--- src/rtl/up_sequencer.sv ---
// Purpose : fetch/execute sequencer; program counter, fetch register, return stack, halt/resume.
// Latency : fetch is 1 cycle + ROM wait states; EXEC lasts exactly one cycle.
// Backpressure: FETCH holds rom_req and pc steady until rom_ack; HALTED holds until resume.
//
// Ports:
//   clock, reset            rising-edge clock, synchronous active-high reset
//   rom_addr/rom_req        program address (== pc) and fetch request
//   rom_ack/rom_data        ROM data-valid strobe and fetched instruction word
//   instr/oprnd             latched opcode / operand fields of the last fetched word
//   phase, halted           1 in EXEC / 1 in HALTED
//   pc                      program counter
//   inc_pc, load_pc, load_addr, call, ret, halt   PC-control strobes (EXEC only)
//   resume                  leave HALTED (HALTED only)
//   sp, stack_err           return-stack occupancy, sticky overflow/underflow flag
module up_sequencer #(
  parameter int ADDR_W      = 12,
  parameter int OP_W        = 4,
  parameter int OPR_W       = 4,
  parameter int STACK_DEPTH = 4
) (
  input  logic                             clock,
  input  logic                             reset,
  output logic [ADDR_W-1:0]                rom_addr,
  output logic                             rom_req,
  input  logic                             rom_ack,
  input  logic [OP_W+OPR_W-1:0]            rom_data,
  output logic [OP_W-1:0]                  instr,
  output logic [OPR_W-1:0]                 oprnd,
  output logic                             phase,
  output logic [ADDR_W-1:0]                pc,
  input  logic                             inc_pc,
  input  logic                             load_pc,
  input  logic [ADDR_W-1:0]                load_addr,
  input  logic                             call,
  input  logic                             ret,
  input  logic                             halt,
  input  logic                             resume,
  output logic                             halted,
  output logic [$clog2(STACK_DEPTH+1)-1:0] sp,
  output logic                             stack_err
);

  localparam int SP_W  = $clog2(STACK_DEPTH + 1);
  localparam int IDX_W = (STACK_DEPTH > 1) ? $clog2(STACK_DEPTH) : 1;
  localparam logic [SP_W-1:0] SP_FULL = SP_W'(STACK_DEPTH);

  typedef enum logic [1:0] {
    S_FETCH  = 2'd0,
    S_EXEC   = 2'd1,
    S_HALTED = 2'd2
  } state_t;

  state_t            r_state;
  logic [ADDR_W-1:0] r_pc;
  logic [OP_W-1:0]   r_instr;
  logic [OPR_W-1:0]  r_oprnd;
  logic [SP_W-1:0]   r_sp;
  logic              r_stack_err;
  logic              r_rom_req;
  logic              r_phase;
  logic              r_halted;

  // Storage is rounded up to a power of two so the index width matches exactly;
  // only the first STACK_DEPTH entries are ever written.
  logic [ADDR_W-1:0] r_stack [2**IDX_W];

  logic [IDX_W-1:0]  w_push_idx;
  logic [IDX_W-1:0]  w_pop_idx;
  logic [SP_W-1:0]   w_sp_dec;
  logic [ADDR_W-1:0] w_top;

  // Push index is valid only when sp < STACK_DEPTH, so the low bits suffice.
  assign w_sp_dec   = r_sp - SP_W'(1);
  assign w_push_idx = r_sp[IDX_W-1:0];
  assign w_pop_idx  = w_sp_dec[IDX_W-1:0];
  assign w_top      = r_stack[w_pop_idx];

  always_ff @(posedge clock) begin
    if (reset) begin
      r_state     <= S_FETCH;
      r_pc        <= '0;
      r_instr     <= '0;
      r_oprnd     <= '0;
      r_sp        <= '0;
      r_stack_err <= 1'b0;
      r_rom_req   <= 1'b1;
      r_phase     <= 1'b0;
      r_halted    <= 1'b0;
    end else begin
      case (r_state)
        S_FETCH: begin
          if (rom_ack) begin
            r_instr   <= rom_data[OP_W+OPR_W-1:OPR_W];
            r_oprnd   <= rom_data[OPR_W-1:0];
            r_pc      <= r_pc + ADDR_W'(1);
            r_state   <= S_EXEC;
            r_rom_req <= 1'b0;
            r_phase   <= 1'b1;
          end
        end

        S_EXEC: begin
          // Only the highest-priority strobe acts: ret > call > load_pc > inc_pc.
          if (ret) begin
            if (r_sp != '0) begin
              r_pc <= w_top;
              r_sp <= w_sp_dec;
            end else begin
              r_stack_err <= 1'b1;
            end
          end else if (call) begin
            if (r_sp != SP_FULL) begin
              r_stack[w_push_idx] <= r_pc;
              r_sp                <= r_sp + SP_W'(1);
              r_pc                <= load_addr;
            end else begin
              r_stack_err <= 1'b1;
            end
          end else if (load_pc) begin
            r_pc <= load_addr;
          end else if (inc_pc) begin
            r_pc <= r_pc + ADDR_W'(1);
          end

          r_phase <= 1'b0;
          if (halt) begin
            r_state   <= S_HALTED;
            r_halted  <= 1'b1;
            r_rom_req <= 1'b0;
          end else begin
            r_state   <= S_FETCH;
            r_rom_req <= 1'b1;
          end
        end

        S_HALTED: begin
          if (resume) begin
            r_state   <= S_FETCH;
            r_halted  <= 1'b0;
            r_rom_req <= 1'b1;
          end
        end

        default: begin
          r_state   <= S_FETCH;
          r_rom_req <= 1'b1;
          r_phase   <= 1'b0;
          r_halted  <= 1'b0;
        end
      endcase
    end
  end

  assign rom_addr  = r_pc;
  assign pc        = r_pc;
  assign rom_req   = r_rom_req;
  assign phase     = r_phase;
  assign halted    = r_halted;
  assign instr     = r_instr;
  assign oprnd     = r_oprnd;
  assign sp        = r_sp;
  assign stack_err = r_stack_err;

endmodule
--- config.mk ---
export PLATFORM = sky130hd
export DESIGN_NAME = up_sequencer
export DESIGN_NICKNAME = d
export VERILOG_FILES = /design/src/rtl/up_sequencer.sv
export SDC_FILE = /design/constraint.sdc
export NUM_CORES = 1
export LEC_CHECK = 0
export ABC_AREA = 1
export CORE_MARGIN = 2
export CORE_UTILIZATION = 49
export CTS_CLUSTER_DIAMETER = 150
export DETAILED_ROUTE_END_ITERATION = 10
export PLACE_DENSITY = 0.72
export SLEW_MARGIN = 20
export SYNTH_ARGS = -nofsm -noshare
export SYNTH_HDL_FRONTEND = slang
export SYNTH_SLANG_ARGS = --single-unit
export TNS_END_PERCENT = 1
--- constraint.sdc ---
create_clock -name clock -period 6.08 [get_ports clock]
set_input_delay 1.824 -clock clock [delete_from_list [all_inputs] [get_ports clock]]
set_output_delay 1.824 -clock clock [all_outputs]
set_load 0.005 [all_outputs]
After elaboration in Yosys (flattened, before gate mapping)
Memory sizes are Yosys's and may differ from the RTL's.
Cells that the tools add are included.
{ "word_totals": {"rom_bits": 0, "in_bits": 29, "output_inout_bits": 39, "register_bits": 29, "latchBits": 0, "mem_count": 1, "ram_bits": 48} }
{ "mem_list": {"columns": ["memory", "depth", "width", "read_ports", "rd_ports_with_merged_regs", "write_ports", "line_no", "text"], "rows": [
  ["r_stack", 4, 12, 1, 0, 1, "65", "logic [ADDR_W-1:0] r_stack [2**IDX_W];"]
]} }
{ "op_classes": {"n_mul": 0, "bitwise_logic": 2, "n_eq_ne": 12, "shifts": 0, "div": 0, "n_reduce_logical": 12, "mux": 35, "magnitude_cmp": 0, "addsub": 3} }
{ "op_table": {"columns": ["cell", "n"], "rows": [
  ["$mux 12", 7],
  ["$pmux 12 s2", 1],
  ["$mux 1", 16],
  ["$add 12x1->12 const B", 1],
  ["$mux 3", 4],
  ["$ne 2x2->1 const B", 5],
  ["$reduce_and 4->1", 2],
  ["$mux 2", 3],
  ["$ne 3x3->1 const B", 2],
  ["$pmux 1 s3", 2],
  ["$pmux 2 s3", 1],
  ["$reduce_and 2->1", 3],
  ["$reduce_bool 2->1", 3],
  ["$ne 5x5->1 const B", 1],
  ["$reduce_and 5->1", 1],
  ["$ne 4x4->1 const B", 1],
  ["$add 3x1->3 const B", 1],
  ["$reduce_and 3->1", 1],
  ["$reduce_bool 3->1", 1],
  ["$sub 3x1->3 const B", 1],
  ["$eq 2x1->1 const B", 1],
  ["$eq 2x2->1 const B", 1],
  ["$logic_not 2->1", 1],
  ["$ne 2x1->1 const B", 1],
  ["2 further kinds", 3]
]} }

Logic depth before layout (Yosys ltp)
Gate-level depths: netlist of run 1.
{ "logic_depth": {"word_depth": 7, "ltp_mapped": 13, "ltp_nobuf": 11} }

Worst setup path after synthesis of run 1
Ideal clock, no wire load.
{ "synth_path": {"path_kind": "input -> register", "start": "input ret", "end": "memory r_stack[1][0] (enable)", "setup_time_ns": 0.380, "cell_stages": 5, "path_slack_ns": 2.726, "arrival_time_ns": 2.973, "cell_sequence": "buf_2 > buf_1 > nor2_1 > nand4_1 > nor2_1"} }
{ "synth_between": {"elab_chain_cells": 4} }
{ "synth_lines": {"columns": ["item", "line_no", "text"], "rows": [
  ["from (decl)", "35", "input logic ret,"],
  ["$mux 1", "104", "if (ret) begin"],
  ["$mux 1", "90", "case (r_state)"],
  ["$mux 1", "79", "if (reset) begin"],
  ["$mux 1 (not written as such)", "113", "r_stack[w_push_idx] <= r_pc;"],
  ["to (decl)", "65", null]
]} }
Every way passes these cells.

Worst setup path after layout of run 1
{ "layout_path": {"start": "input reset", "end": "memory r_stack[0][11] (enable)"} }
{ "layout_between": {"elab_chain_cells": 2} }
{ "layout_lines": {"columns": ["item", "line_no", "text"], "rows": [
  ["from (decl)", "22", "input logic reset,"],
  ["$mux 1", "79", null],
  ["$mux 1 (not written as such)", "113", null]
]} }
Every way passes these cells.

==> impl_metrics.toml, run 1 <==
[cts]
postCtsSetupBuffers = 0
cts_tree = "yes"
post_cts_resized = 0
clk_root_buffer_cell = "clkbuf_8"
h-tree-depth = 3
clk_pin_slew_worst_paths_ps = 80
cts_buffers = 9
clock_sinks = 77
hold_buffers = 0
clockBufferDepth = 2
insertion_delay_ps = 350

[synth]
async_reset_ff_frac = 0
syn-num-nets = 481
yosys_register_bits = 77
ys_seq_area_frac = 0.529
synth_top_cell_area_share = 0.377
yosysWarningCount = 0
ys_types = 35
synth-edff-count = 48
ys.flop_type = "edfxtp_1"
synth_top_area_cell = "edfxtp_1"
synthCells = 446
synthesis.area_um2 = 3820
synth.avg_cell_area_um2 = 8.57
synth_area_leaders = "edfxtp_1 38%, dfxtp_1 15%, nand2_1 8.6%"

[setup_path]
required_ps = 6050
critPathCaptureType = "register"
cp-start-kind = "primary input"
worst_ep_arrival_time_ps = 4020
reg2reg_slack_ps = 2930
reg2reg_to = "r_stack[0][11]"
critPathKind = "in2reg"
rr_startpoint = "sp[0]"
critPathMaxFanout = 22
worstRegToRegCells = 5

[pwr]
p_total_mw = 1.18
vdd_drop_max_mv = 0.148
leakagePower_nw = 1.78
p_per_area_nw_per_um2 = 256

[drt]
vias_per_cell = 5.39
ant_nets = 0
dr.first_iter.drc_count = 329
wire_per_inst_um = 16.5
drc = 0
finalWirelength_um = 9950
vias = 3243
firstDrtPassIters = 5

[timing]
hold_viol = 0
period_share = 0.667
maxSlewHeadroom = 0.331
final-setup-viol-count = 0
tightestPinTransition_ps = 1000
skew_ps = 12.1
layout_setup_ws_ps = 2020
tns_ps = 0
fin_hold_ws_ps = 450
slew_viol_final = 0
fmax_mhz = 247
rsz0062_at_grt = "false"
period_needed_ps = 4060

[global_routing]
grt_max_degree = 30
grt_pass1_wl_um = 15600
grt_pass1_vias = 3060
antenna_found_initial = 0
gr-usage-all-layers = 0.241
grt_overflow = 0

[worst_hold_path]
hold_depth = 2
holdPathEnd = "rom_req"
hold_class = "reg2reg"
hp-start = "rom_req"

[place]
port_buffers = 67
gp_congestion = 0.941
place_ws_ps = 1640
dp_hpwl_um = 6950

[layout]
final_common_cell = "nand2_1"
area_delta_synth_final_pct = 20.2
layout-drive-gt1-share = 0.0760
postLayoutCoreUtil = 0.601
diodes = 0
final_nets = 530
layout_common_cells = "88 x nand2_1, 76 x nor2_1, 67 x clkdlybuf4s50_1, 48 x edfxtp_1, 38 x nand3_1"

[floorplanning]
coreArea_um2 = 7650
die_y_um = 92.3
dieWidth_um = 92.3
start_util = 0.500
die-area_um2 = 8520
rows = 32
top_level_ports = 68

[flow_run]
cap_violations = 0

[outcome]
outcome = "finished, final reports clean"
[layer usage]
metal | part of all wire | global-route usage
met4 | 0.019 | 0.0896
met5 | 0 | 0
met2 | 0.48 | 0.380
met3 | 0.082 | 0.0423
met1 | 0.42 | 0.334
[synth_stat cells (2+ instances only)]
| master | count |
|---|---|
| nand2_1 | 88 |
| nor2_1 | 76 |
| edfxtp_1 | 48 |
| nand3_1 | 38 |
| inv_1 | 34 |
| dfxtp_1 | 29 |
| a21oi_1 | 26 |
| o21ai_0 | 26 |
| buf_4 | 18 |
| o21ai_1 | 14 |
| ha_1 | 6 |
| inv_2 | 5 |
| buf_2 | 4 |
| buf_6 | 4 |
| nor2_2 | 3 |
| clkbuf_1 | 2 |
| nand2_2 | 2 |
| nand4_1 | 2 |
| nor2_4 | 2 |
| o21ai_2 | 2 |
| o21bai_1 | 2 |
| or2_2 | 2 |
[power breakdown]
part | internal [mW] | switching [mW] | total (mW)
clock | 0.180 | 0.186 | 0.367
sequential | 0.578 | 0.0418 | 0.620
combinational | 0.0943 | 0.0972 | 0.191
total | 0.852 | 0.325 | 1.18
[registers in the layout (all words and copies together), names as in the netlist, 2 cells and up]
register / count
r_state: 2
instr: 4
oprnd: 4
r_stack: 48
pc: 12
sp: 3
[cells by family (layout without fill, tap and decap cells)]
family,count (synthesis),in the layout,synth area share
adder cells (fa/ha/maj),6,6,0.0196
AO/OA/AOI/OAI,75,75,0.107
XOR/XNOR,2,2,0.00458
AND/OR/NAND/NOR,217,217,0.245
buffers and inverters,69,123,0.0953
flip-flops,77,77,0.529
[final cells by class]
type	instances	area, µm²
Multi-Input combinational cell	300	1440
Timing Repair Buffer	67	671
Clock inverter	3	18.8
Sequential cell	77	2020
Inverter	40	153
Clock buffer	13	166
Fill cell	666	3050
Tap cell	102	128
[how the worst max path moves through the flow]
stage                      from        endpoint  slack (ps)
after floorplan             ret   r_stack[1][0]        2730
after global placement    reset   r_stack[3][3]        1700
after detailed placement  reset   r_stack[0][0]        1640
after CTS                 reset  r_stack[0][11]        2000
after global routing      reset   r_stack[0][0]        1830
final                     reset  r_stack[0][11]        2020
[metrics by stage]
stage / cells / instance area, µm²
2_1_floorplan: 446 / 3820
3_3_place_gp: 586 / 4410
3_5_place_dp: 586 / 4410
4_1_cts: 602 / 4590
5_1_grt: 602 / 4590
6_report: 602 / 4590
[critical path, cell delays in order]
cell	delay, ps
clkdlybuf4s50_1	570
inv_1	530
nand4_1	300
nor2_1	800
Note: power is estimated with default switching activity, not from simulation.
==> run 2, diff against run 1 <==
Clock period 6.08 ns to 4.1 ns, I/O delays scaled along.
==> run 2 against run 1 <==
  * Worst hold slack improved by 12 ps
  * Via count fell by 2.3%
  * Sequential share of layout area fell by 0.39 points
  * Setup slack got worse by 1000 ps
  * First-iteration DRC count fell by 26%
  * Wire length fell by 7.9%
  * Die area did not move
  * Clock skew barely moved
  * Critical path depth rose by 4
==> impl_metrics.toml, run 2 (synthesis gave the netlist of run 1 again) <==
[outcome]
outcome = "finished, final reports clean"

[floorplanning]
die_y_um = 92.3
coreArea_um2 = 7650
dieWidth_um = 92.3
start_util = 0.500
die-area_um2 = 8520
top_level_ports = 68
rows = 32

[place]
dpl.cell_count = 592
port_buffers = 67
gp_congestion = 0.871
dp_hpwl_um = 6440

[cts]
clock_sinks = 77
insertion_delay_ps = 360
hold_buffers = 0
cts_tree = "yes"
h-tree-depth = 3
post_cts_resized = 0
postCtsSetupBuffers = 0
clockBufferDepth = 2
clk_root_buffer_cell = "clkbuf_8"
cts_buffers = 9
clk_pin_slew_worst_paths_ps = 80

[timing]
tightestPinTransition_ps = 721
period_needed_ps = 3070
fmax_mhz = 325
skew_ps = 12.3
rsz0062_at_grt = "false"
period_share = 0.750
hold_viol = 0
slew_viol_final = 0
tns_ps = 0
final-setup-viol-count = 0
maxSlewHeadroom = 0.518

[global_routing]
grt_pass1_vias = 2954
antenna_found_initial = 0
gr-usage-all-layers = 0.222
grt_max_degree = 29
grt_overflow = 0
grt_pass1_wl_um = 14500

[setup_path]
cp_slowest_cell = "clkdlybuf4s50_1"
critPathCaptureType = "register"
required_ps = 4340
cp-start-kind = "primary input"
cpLargestDelayFamily = "buffers and inverters"
critPathKind = "in2reg"
worst-path-buf-inv = 3
critPathMaxFanout = 23
path_cells = "clkdlybuf4s50_1, inv_2, nand4_1, nand4_2, nand2_2, inv_1, nor2_1, a21oi_1"
slowest_delay_ps = 930
worst_ep_arrival_time_ps = 3320

[pwr]
p_per_area_nw_per_um2 = 373
vdd_drop_max_mv = 0.175
leakagePower_nw = 1.80

[drt]
drc = 0
vias = 3169
ant_nets = 0
dr.first_iter.drc_count = 242
firstDrtPassIters = 5
vias_per_cell = 5.21
finalWirelength_um = 9160
wire_per_inst_um = 15.1

[layout]
largest_reg_flops = 48
stdcell_count = 608
final_common_cell = "nand2_1"
layout-drive-gt1-share = 0.0870
largest_register = "r_stack"
area_delta_synth_final_pct = 21.3
layout_common_cells = "88 x nand2_1, 76 x nor2_1, 67 x clkdlybuf4s50_1, 48 x edfxtp_1, 38 x nand3_1"
diodes = 0
final_nets = 536

[worst_hold_path]
hold_class = "reg2reg"

[flow_run]
cap_violations = 0
==> run 2: cell types whose count changed in the layout (fill, tap and decap cells not counted) <==
cell / previous run / this run
buf_4: 0 / 6
clkinvlp_4: 0 / 3
inv_6: 1 / 3
clkbuf_4: 2 / 0
clkbuf_8: 11 / 9
clkinv_4: 0 / 1
clkinv_2: 2 / 0
==> run 2: path summary, 6_finish.rpt <==
kind | startpoint | to | slack (ps) | cells after the start
worst min register to register | rom_req | rom_req | 460 | 2
worst max-delay path | ret | pc[5] | 1030 | 8
worst min-delay path | rom_req | rom_req | 460 | 2
worst max register to register | sp[0] | pc[8] | 1710 | 12
==> run 2: cell type report <==
cell class,instances,area (µm²)
clock inverter,7,57.6
clock buffer,9,124
sequential,77,2020
fill,648,3010
tap,102,128
multi-input combinational,300,1440
timing repair buffer,73,716
inverter,40,153
==> run 2: worst register-to-register path, cell delays in order (launching register included) <==
cell     delay (ps)
dfxtp_1         330
buf_4           310
inv_4           190
ha_1            510
inv_2           150
nand2_1         230
nor2_1           70
o21ai_0          90
nand3_1         120
nand2_1         100
nand2_1          60
nor2_1           90
nor2_1           40
==> run 2: layer usage <==
| layer | GRT usage | vias up | part of all wire | wire length, µm |
|---|---|---|---|---|
| met5 | 0 | - | 0 | 0 |
| met4 | 0.0759 | 0 | 0.016 | 148 |
| met3 | 0.0456 | 17 | 0.071 | 653 |
| met2 | 0.363 | 136 | 0.48 | 4390 |
| met1 | 0.296 | 1446 | 0.43 | 3970 |
| li1 | - | 1570 | - | - |
==> run 2: power by group <==
part	switching, mW	internal (mW)	leakage, nW
clock network	0.308	0.227	0.0829
registers	0.0463	0.857	0.678
logic	0.149	0.141	1.04
total	0.503	1.22	1.80
==> run 2: metrics by stage <==
stage	total power, mW	util	hold WS (ps)	area [µm²]	worst slack (ps)
floorplan	1.08	-	442	3820	1340
global placement	1.20	0.582	434	4450	789
detailed placement	1.21	0.582	456	4450	655
CTS	1.73	0.606	467	4630	1020
global route	1.80	0.606	501	4630	842
finish	1.73	0.606	461	4630	1030
==> run 3, diff against run 2 <==
Settings changed: CORE_UTILIZATION 49 to 48, PLACE_DENSITY 0.72 to 0.74.
Clock period 4.1 ns to 2.55 ns, I/O delays scaled along.
==> run 3 against run 2 <==
  * Clock skew is 1.6 ps lower
  * Largest power group unchanged
  * Final area is 2.3% higher
  * First-iteration DRC count is 4.5% higher
  * Global-route usage is 0.49 points higher
  * Largest cell class unchanged
  * Count of clock-buffer cells in the layout is 4 higher
  * Non-clock buffer count is 15 higher
  * Clock power is 40% higher
  * Register-to-register slack worse by 1200 ps
  * Critical path type is now reg2out
  * Wire length is 1.9% higher
  * Combinational power is 75% higher
==> impl_metrics.toml, run 3 (synthesis gave the netlist of run 1 again) <==
[cts]
h-tree-depth = 3
clk_pin_slew_worst_paths_ps = 70
post_cts_resized = 0
clock_sinks = 77
insertion_delay_ps = 350
clockBufferDepth = 2
postCtsSetupBuffers = 0
cts_tree = "yes"
clk_root_buffer_cell = "clkbuf_8"
hold_buffers = 0
cts_buffers = 9

[global_routing]
antenna_found_initial = 0
grt_max_degree = 28
grt_pass1_vias = 3048
grt_overflow = 0
gr-usage-all-layers = 0.227
grt_pass1_wl_um = 15100

[drt]
firstDrtPassIters = 4
drc = 0
vias = 3185
wire_per_inst_um = 15.0
dr.first_iter.drc_count = 253
finalWirelength_um = 9340
vias_per_cell = 5.11
ant_nets = 0

[pwr]
pwr-share-clk = 0.278
seq_power_share = 0.533
switchingPower_mw = 0.720
p_per_area_nw_per_um2 = 568
vdd_drop_max_mv = 0.341
leakagePower_nw = 1.87
p_sw_frac = 0.267
p_int_mw = 1.98
p_comb_frac = 0.189

[timing]
period_needed_ps = 2260
tns_ps = 0
slew_viol_final = 0
fmax_mhz = 443
period_share = 0.886
final-setup-viol-count = 0
tightestPinTransition_ps = 401
hold_viol = 0
rsz0062_at_grt = "false"
skew_ps = 10.7
maxSlewHeadroom = 0.732

[layout]
seqCellArea_um2 = 2020
diodes = 0
final_common_cell = "nand2_1"
nFillCells = 666
postLayoutCoreUtil = 0.614
area_delta_synth_final_pct = 24.1
layout-drive-gt1-share = 0.102
final_nets = 551
largest_reg_flops = 48
stdcell_count = 623
largest_register = "r_stack"
multi_input_area_um2 = 1440
layout_common_cells = "88 x nand2_1, 76 x nor2_1, 67 x clkdlybuf4s50_1, 48 x edfxtp_1, 38 x nand3_1"

[worst_hold_path]
hold_depth = 2
hold_class = "reg2reg"

[setup_path]
required_ps = 1790
path_depth = 1
worst_ep_arrival_time_ps = 1490
worstRegToRegCells = 11
critPathCaptureType = "primary output"
slowest_delay_ps = 590
worst-path-buf-inv = 1
cpLargestDelayFamily = "buffers and inverters"
critPathKind = "reg2out"
cp-start-kind = "register"
critPathMaxFanout = 10
cp_slowest_cell = "clkdlybuf4s50_1"
path_cells = "clkdlybuf4s50_1"

[place]
gp_congestion = 0.974
dpl.cell_count = 607
port_buffers = 67
dp_hpwl_um = 6540

[outcome]
outcome = "finished, final reports clean"

[floorplanning]
top_level_ports = 68
die-area_um2 = 8690
start_util = 0.494
dieWidth_um = 93.2
coreArea_um2 = 7730
rows = 32
die_y_um = 93.2

[flow_run]
cap_violations = 0
==> run 3: cell count changes in the layout (fill, tap and decap cells not counted) <==
cell and delta:
buf_4 +13, clkbuf_1 +4, clkinvlp_4 -3, inv_6 -3
buf_12 +2, clkinv_1 +2, clkinv_2 +1, clkinv_4 -1
==> run 3: area by class of cell <==
class / instances / area share
clock buffer: 13 / 0.0293
tap: 102 / 0.0269
sequential: 77 / 0.426
multi-input combinational: 300 / 0.303
clock inverter: 3 / 0.00264
timing repair buffer: 88 / 0.180
inverter: 40 / 0.0322
==> run 3: metrics by stage <==
stage               setup slack, ps  area, µm²  hold WS [ps]  total power [mW]
global placement                130       4590           449              1.96
CTS                             262       4740           461              2.71
global route                    194       4740           508              2.83
finish                          292       4740           458              2.70
floorplan                       255       3820           442              1.74
detailed placement             44.7       4590           442              1.97
==> run 3: metal layers <==
layer | vias to the layer above | part of all wire | track usage
li1 | 1603 | - | -
met1 | 1457 | 0.45 | 0.299
met2 | 112 | 0.48 | 0.376
met3 | 13 | 0.061 | 0.0371
met4 | 0 | 0.013 | 0.0907
met5 | - | 0 | 0
==> run 3: worst paths after layout <==
path / slack, ps / startpoint / endpoint
setup / recovery: 290 / pc[10] / rom_addr[10]
hold / removal: 460 / rom_req / rom_req
setup reg to reg: 540 / sp[1] / pc[9]
hold reg to reg: 460 / rom_req / rom_req
==> run 3: worst min-delay path, cell delays in order, from the launching register on <==
cell and delay (ps):
dfxtp_1 320, nand2_1 60, nand2_1 40
==> run 3: power groups by stage <==
stage	Sequential, mW	Combinational [mW]	Clock [mW]
floorplan	1.46	0.280	0
global placement	1.46	0.499	0
detailed placement	1.46	0.507	0
CTS	1.44	0.509	0.765
global route	1.44	0.567	0.815
finish	1.44	0.509	0.749
